File: config.mk
export PLATFORM = sky130hd
export DESIGN_NAME = pr_region_decoupler
export DESIGN_NICKNAME = d
export VERILOG_FILES = /design/src/rtl/pr_region_decoupler.sv
export SDC_FILE = /design/constraint.sdc
export NUM_CORES = 1
export LEC_CHECK = 0
export CORE_MARGIN = 2
export CORE_UTILIZATION = 41
export DETAILED_ROUTE_END_ITERATION = 16
export MAX_ROUTING_LAYER = met4
export SYNTH_ARGS = -nofsm -noshare
export SYNTH_HDL_FRONTEND = slang
export SYNTH_SLANG_ARGS = --single-unit
File: constraint.sdc
create_clock -name CLK_IN_250 -period 2.3 [get_ports CLK_IN_250]
set_input_delay 0.46 -clock CLK_IN_250 [delete_from_list [all_inputs] [get_ports CLK_IN_250]]
set_output_delay 0.46 -clock CLK_IN_250 [all_outputs]
set_load 0.01 [all_outputs]
File: src/rtl/pr_region_decoupler.sv
// Per-region PR isolation: counts outstanding AXI bursts, drains on request, isolates, then pulses role reset.
// Zero-latency combinational handshake gating from registered state; payload buses bypass this block.
module pr_region_decoupler #(
  parameter int NUM_REGIONS     = 2,
  parameter int MAX_OUTSTANDING = 16,
  parameter int DRAIN_TIMEOUT   = 1024,
  parameter int RST_CYCLES      = 16
) (
  input  logic                   CLK_IN_250,
  input  logic                   AXI_RESET_N,
  input  logic [NUM_REGIONS-1:0] decouple_req,
  output logic [NUM_REGIONS-1:0] decoupled,
  output logic [NUM_REGIONS-1:0] drain_timeout,
  output logic [NUM_REGIONS-1:0] role_rst_n,
  input  logic [NUM_REGIONS-1:0] s_awvalid,
  input  logic [NUM_REGIONS-1:0] s_arvalid,
  input  logic [NUM_REGIONS-1:0] s_wvalid,
  output logic [NUM_REGIONS-1:0] s_awready,
  output logic [NUM_REGIONS-1:0] s_arready,
  output logic [NUM_REGIONS-1:0] s_wready,
  output logic [NUM_REGIONS-1:0] m_awvalid,
  output logic [NUM_REGIONS-1:0] m_arvalid,
  output logic [NUM_REGIONS-1:0] m_wvalid,
  input  logic [NUM_REGIONS-1:0] m_awready,
  input  logic [NUM_REGIONS-1:0] m_arready,
  input  logic [NUM_REGIONS-1:0] m_wready,
  input  logic [NUM_REGIONS-1:0] m_bvalid,
  input  logic [NUM_REGIONS-1:0] m_rvalid,
  input  logic [NUM_REGIONS-1:0] m_rlast,
  output logic [NUM_REGIONS-1:0] m_bready,
  output logic [NUM_REGIONS-1:0] m_rready,
  output logic [NUM_REGIONS-1:0] s_bvalid,
  output logic [NUM_REGIONS-1:0] s_rvalid,
  input  logic [NUM_REGIONS-1:0] s_bready,
  input  logic [NUM_REGIONS-1:0] s_rready
);

  localparam int CW = $clog2(MAX_OUTSTANDING + 1);
  localparam int TW = $clog2(DRAIN_TIMEOUT + 1);
  localparam int RW = $clog2(RST_CYCLES + 1);
  localparam logic [CW-1:0] CNT_MAX  = CW'(MAX_OUTSTANDING);
  localparam logic [TW-1:0] TMO_LAST = TW'(DRAIN_TIMEOUT - 1);
  localparam logic [RW-1:0] RST_LAST = RW'(RST_CYCLES - 1);

  typedef enum logic [1:0] {ST_RELEASE, ST_COUPLED, ST_DRAIN, ST_DECOUPLED} state_e;

  for (genvar g = 0; g < NUM_REGIONS; g++) begin : g_region
    state_e        state_q, state_d;
    logic [CW-1:0] wr_q, wr_d, rd_q, rd_d;
    logic [TW-1:0] tmr_q, tmr_d;
    logic [RW-1:0] rst_q, rst_d;
    logic          to_q, to_d;
    logic          aw_en, ar_en, dat_en;
    logic          aw_hs, ar_hs, b_hs, r_hs;

    assign aw_en  = (state_q == ST_COUPLED) && (wr_q != CNT_MAX);
    assign ar_en  = (state_q == ST_COUPLED) && (rd_q != CNT_MAX);
    assign dat_en = (state_q == ST_COUPLED) || (state_q == ST_DRAIN);

    assign m_awvalid[g] = s_awvalid[g] & aw_en;
    assign s_awready[g] = m_awready[g] & aw_en;
    assign m_arvalid[g] = s_arvalid[g] & ar_en;
    assign s_arready[g] = m_arready[g] & ar_en;
    assign m_wvalid[g]  = s_wvalid[g]  & dat_en;
    assign s_wready[g]  = m_wready[g]  & dat_en;
    assign s_bvalid[g]  = m_bvalid[g]  & dat_en;
    assign m_bready[g]  = s_bready[g]  & dat_en;
    assign s_rvalid[g]  = m_rvalid[g]  & dat_en;
    assign m_rready[g]  = s_rready[g]  & dat_en;

    assign decoupled[g]     = (state_q == ST_RELEASE) || (state_q == ST_DECOUPLED);
    assign role_rst_n[g]    = (state_q != ST_RELEASE);
    assign drain_timeout[g] = to_q;

    assign aw_hs = s_awvalid[g] & m_awready[g] & aw_en;
    assign ar_hs = s_arvalid[g] & m_arready[g] & ar_en;
    assign b_hs  = m_bvalid[g] & s_bready[g] & dat_en;
    assign r_hs  = m_rvalid[g] & s_rready[g] & m_rlast[g] & dat_en;

    always_comb begin
      state_d = state_q;
      wr_d    = wr_q;
      rd_d    = rd_q;
      tmr_d   = tmr_q;
      rst_d   = rst_q;
      to_d    = to_q;

      // A response with nothing outstanding is a role protocol error and is dropped.
      if (aw_hs && !b_hs)                     wr_d = wr_q + 1'b1;
      else if (b_hs && !aw_hs && wr_q != '0)  wr_d = wr_q - 1'b1;
      if (ar_hs && !r_hs)                     rd_d = rd_q + 1'b1;
      else if (r_hs && !ar_hs && rd_q != '0)  rd_d = rd_q - 1'b1;

      case (state_q)
        ST_RELEASE: begin
          wr_d = '0;
          rd_d = '0;
          if (rst_q == RST_LAST) begin
            state_d = ST_COUPLED;
            rst_d   = '0;
          end else begin
            rst_d = rst_q + 1'b1;
          end
        end
        ST_COUPLED: begin
          if (decouple_req[g]) begin
            state_d = ST_DRAIN;
            tmr_d   = '0;
            to_d    = 1'b0;
          end
        end
        ST_DRAIN: begin
          tmr_d = tmr_q + 1'b1;
          // A withdrawn request abandons the drain even if it just completed: no reset pulse is needed.
          if (!decouple_req[g]) begin
            state_d = ST_COUPLED;
          end else if (wr_q == '0 && rd_q == '0) begin
            state_d = ST_DECOUPLED;
          end else if (tmr_q == TMO_LAST) begin
            state_d = ST_DECOUPLED;
            to_d    = 1'b1;
            wr_d    = '0;
            rd_d    = '0;
          end
        end
        ST_DECOUPLED: begin
          if (!decouple_req[g]) begin
            state_d = ST_RELEASE;
            rst_d   = '0;
          end
        end
        default: state_d = ST_RELEASE;
      endcase
    end

    always_ff @(posedge CLK_IN_250 or negedge AXI_RESET_N) begin
      if (!AXI_RESET_N) begin
        state_q <= ST_RELEASE;
        wr_q    <= '0;
        rd_q    <= '0;
        tmr_q   <= '0;
        rst_q   <= '0;
        to_q    <= 1'b0;
      end else begin
        state_q <= state_d;
        wr_q    <= wr_d;
        rd_q    <= rd_d;
        tmr_q   <= tmr_d;
        rst_q   <= rst_d;
        to_q    <= to_d;
      end
    end
  end

endmodule

* Word level (Yosys, flattened, before mapping) *
Cells that the tools add are included.

word-level totals
  bits in read-only memories = 0
  output and inout bits = 26
  input bits = 26
  memory bits (writable) = 0
  word-level logic and storage cells = 202
  register bits = 58
  latch bits = 0
  memories kept = 0

cells by class
  multiplexer cells = 58
  magnitude comparators = 0
  multiply operators = 0
  bitwise gates (word level) = 38
  shift-type cells = 0
  add/sub/neg operators = 12
  equality and inequality tests = 28
  divide/modulo/power cells = 0
  reductions and logical operators = 54

operators by type and width
  kind                                                    number
  two-way mux 5 bit                                       24
  one-hot mux 5 bit (2 select lines)                      6
  one-hot mux 11 bit (2 select lines)                     2
  bitwise AND 1 bit                                       38
  adder 5 x 1 -> 5 bit (second input constant)            6
  two-way mux 2 bit                                       12
  adder 11 x 1 -> 11 bit (second input constant)          2
  equality test 11 x 10 -> 1 bit (second input constant)  2
  two-way mux 11 bit                                      2
  zero test 5 bit                                         4
  != test 5 bit (second input constant)                   4
  nonzero test 5 bit                                      4
  subtractor 5 x 1 -> 5 bit (second input constant)       4
  logical AND 1 bit                                       18
  != test 2 bit (second input constant)                   8
  one-hot mux 2 bit (4 select lines)                      2
  nonzero test 2 bit                                      6
  equality test 5 x 4 -> 1 bit (second input constant)    2
  AND reduction 5 bit                                     2
  equality test 2 bit (second input constant)             4
  zero test 1 bit                                         8
  two-way mux 1 bit                                       8
  != test 2 x 1 -> 1 bit (second input constant)          4
  != test 4 x 2 -> 1 bit (second input constant)          2
  6 further kinds                                         16

* Longest topological paths before layout *
  word-level depth = 12
  depth in mapped cells = 9
  gate-level depth less buffers = 7

* Worst setup path before layout *
Ideal clock, no wire load.

  kind = reg-to-output
  from = register g_region[0].wr_q[1]
  to = output m_awvalid[0]
  required time = 1.840 ns
  setup slack = 0.264 ns
  path buffers = 0
  cell stages (with the launch flop) = 5
  arrival time = 1.576 ns
  cells stage by stage = dfrtp_1 > inv_1 > ha_1 > or4bb_2 > and3_1

on the way
  cells in the longest elaborated chain, start to end = 3

ends and longest elaborated chain
  item                    line  RTL
  from (decl)             49    logic [CW-1:0] wr_q, wr_d, rd_q, rd_d;
  from (signal assigned)  146   wr_q <= wr_d;
  != test 5 bit           56    assign aw_en = (state_q == ST_COUPLED) && (wr_q != CNT_MAX);
  logical AND 1 bit       56
  bitwise AND 1 bit       60    assign m_awvalid[g] = s_awvalid[g] & aw_en;
  to (decl)               21    output logic [NUM_REGIONS-1:0] m_awvalid,

No other way between the ends.

* Worst setup path after layout *
  from = register g_region[1].state_q[0]
  to = output m_bready[1]

on the way
  cells in the longest elaborated chain, start to end = 3
  elaborated cells on any way between the ends = 4
  classes of those cells = eq/ne (2); bitwise (1); reduce/logical (1)

ends and longest elaborated chain
  item                                                                        line  RTL
  from (decl)                                                                 48    state_e state_q, state_d;
  from (signal assigned)                                                      145   state_q <= state_d;
  equality test 2 x 1 -> 1 bit / equality test 2 bit (equally long branches)  58    assign dat_en = (state_q == ST_COUPLED) || (state_q == ST_DRAIN);
  logical OR 1 bit *                                                          58
  bitwise AND 1 bit *                                                         67    assign m_bready[g] = s_bready[g] & dat_en;
  to (decl)                                                                   30    output logic [NUM_REGIONS-1:0] m_bready,

Mark *: on every way between the ends. The rest lies on a longest branch, timed or not.

==> impl_metrics.yaml <==
critical_path:
  cp_top_family: "buffers and inverters"
  cpMaxStageDelayCell: "clkdlybuf4s50_1"
  crit_chain: "inv_1 > ha_4 > and2_1 > clkdlybuf4s50_1"
  crit_path_start_kind: "flip-flop"
  crit_arrival_ps: 1750
  critPathMaxStageDelay_ps: 530
  cp-end-kind: "output pin"
  crit_fanout: 7
  crit_required_ps: 1840
  crit_type: "reg2out"
  cp.buffers_inverters: 2
synthesis:
  ys_types: 64
  netlist_area_mm2: 0.00399
  yosysTopAreaCell: "dfrtp_1"
  postSynthCellCount: 459
  synth_xor_area_share_pct: 5.49
  async_reset_ff_share_pct: 100
  synth-simple-area-share_pct: 27.0
  netlist_top_cells_area: "dfrtp_1 36%, ha_1 6.3%, nor2_1 4.6%"
  synth_top_area_share_pct: 36.4
  synth_flop_cell: "dfrtp_1"
  synth_warnings: 0
  synthTopCellsByCount: "58 x dfrtp_1, 49 x nor2_1, 36 x nand2_1"
  yosys-mux-area-fraction_pct: 2.57
  synth_fa_ha_area_share_pct: 6.28
  synth_most_common_cell: "dfrtp_1"
  ys_ff_latch: 58
  syn-num-nets: 505
  synth-edff-count: 0
  synth_top_family_by_area: "simple AND/OR/NAND/NOR gates"
  avgSynthCellArea_um2: 8.68
  synth.yosys.seq_area_share_pct: 36.4
  synth-compound-area-share_pct: 18.1
timing:
  min_period_ps: 2210
  worst_pin_slew_ps: 547
  slew_headroom_pct: 63.5
  finClkSkew_ps: 8.93
  slew_violations: 0
  timing.final.crit_share_pct: 96.2
  rsz0062_at_grt: "no"
  finalHoldViolations: 0
  finalSetupViolCount: 0
  fmax_mhz: 452
die:
  io_pins: 52
  dieArea_mm2: 0.0105
  coreArea_mm2: 0.00933
  die_h_um: 103
  start_util_pct: 42.7
  num_rows: 35
  die_w_um: 103
cells_and_area:
  instances_no_fill: 672
  fin_area_mm2: 0.00514
  fin_nets: 584
  n_antenna_cell: 0
  postLayoutCoreUtil_pct: 55.1
  drive_gt1_share_pct: 14.9
  area_delta_synth_final_pct: 28.9
  fillers: 877
grt:
  grt_antenna_before_repair: 0
  grt_first_pass_wirelength_um: 16100
  grt-ovfl-total: 0
  grt_max_degree: 59
  first_global_vias: 3480
  track_usage_pct: 19.7
route:
  first_pass_iters: 4
  routed_wl_um: 9320
  viasPerCell: 5.39
  num_vias: 3619
  ant_nets: 0
  drc_errors: 0
  wire_per_inst_um: 13.9
  drt_iter0_markers: 142
cts:
  clock-sinks: 58
  clockBufferDepth: 2
  insertion_delay_ps: 330
  cts_root_buffer: "clkbuf_8"
  path_clk_slew_ps: 70
  h-tree-depth: 3
  cts_tree: "yes"
  numCtsBuffers: 9
power_and_ir_drop:
  leakage_nw: 2.25
  peakVddDrop_mv: 0.455
  p_per_area_mw_per_mm2: 1130
worst_hold_path:
  hold_path_class: "in2async"
place:
  place_area_mm2: 0.00473
  numPortBuffers: 51
  hpwl_um: 6630
  dp_cells: 641
  gp_congestion: 0.865
job:
  cap_violations: 0
run_status:
  status: "completed"
flip-flops by register name (all words and copies together), names as in the netlist:
name,cells
g_region.wr_q,10
g_region.rst_q,10
g_region.state_q,4
g_region.rd_q,10
g_region.tmr_q,22
g_region.to_q,2
layout make-up:
class | count | area, um^2 | share of cell area, %
Multi-Input combinational cell | 361 | 2470 | 48.1
Tap cell | 129 | 161 | 3.14
Clock buffer | 14 | 163 | 3.17
Clock inverter | 2 | 35.0 | 0.682
Inverter | 21 | 78.8 | 1.53
Sequential cell | 58 | 1450 | 28.3
Timing Repair Buffer | 87 | 779 | 15.2
layout by cell type (no fill, tap or decap), types with 6 or more instances in the layout:
cell type        instances
a21oi_1                 29
and2_1                  16
and3_1                  19
buf_4                   33
clkbuf_8                11
clkdlybuf4s50_1         38
dfrtp_1                 58
ha_1                    13
ha_4                     6
inv_1                   15
inv_2                    6
mux2i_1                  8
nand2_1                 36
nand3_1                 32
nand4_1                  8
nor2_1                  49
nor3_1                   8
o21ai_0                 21
xnor2_1                 12
xor2_1                  13
metrics by stage:
| step | worst slack, ps | power [mW] | setup TNS [ps] | hold slack [ps] |
|---|---|---|---|---|
| after global placement | -137 | 4.48 | -272 | 491 |
| after detailed placement | -169 | 4.55 | -334 | 491 |
| final | 87.1 | 5.79 | 0 | 118 |
| after CTS | 1.25 | 5.77 | 0 | 128 |
| after global routing | 4.66 | 6.31 | 0 | 138 |
| after floorplan | 264 | 3.45 | 0 | 164 |
worst reg2reg max path: cells and delay by family, from the launching register on:
family                     cells  cell delay (ps)
buffers and inverters          2              180
and+or+nand+nor                2              720
adders and majority gates      1              140
DFF                            1              390
AOI/OAI and AO/OA              2              600
where the power goes:
| group | switching, mW | leakage, nW | internal [mW] | total, mW |
|---|---|---|---|---|
| registers | 0.223 | 0.783 | 1.25 | 1.48 |
| clock network | 0.385 | 0.101 | 0.560 | 0.945 |
| logic | 1.74 | 1.37 | 1.63 | 3.37 |
layer usage:
layer | vias to the layer above | GRT usage [%] | wire length, um
met5 | - | - | 0
met4 | 0 | 7.69 | 110
met3 | 8 | 2.71 | 197
met2 | 50 | 31.7 | 4490
met1 | 1730 | 25.1 | 4520
li1 | 1831 | - | -
timing repair:
action | in CTS | in global routing
setup buffers | 10 | 5
pin swaps | 2 | 2
endpoints found under the setup margin | 24 | 13
hold buffers | 0 | 0
resized for setup | 33 | 7
worst paths after layout:
path	end	slack [ps]	start	cells past startpoint
setup / recovery	m_bready[1]	90	g_region[1].state_q[0]	4
hold / removal	g_region[1].rst_q[1]	120	AXI_RESET_N	2
setup reg to reg	g_region[0].rd_q[1]	180	g_region[0].wr_q[1]	7
hold reg to reg	g_region[0].rst_q[0]	520	g_region[0].rst_q[0]	1
max in group asynchronous	g_region[0].rd_q[0]	1900	AXI_RESET_N	2
min in group CLK_IN_250	g_region[0].rst_q[0]	520	g_region[0].rst_q[0]	1
cell families after synthesis:
kind of cell,after synthesis
buffers and inverters,40
XOR/XNOR,25
AO/OA/AOI/OAI,104
AND/OR/NAND/NOR,202
multiplexers,10
flip-flops,58
adder cells (fa/ha/maj),20
(Power assumes the default switching activity.)
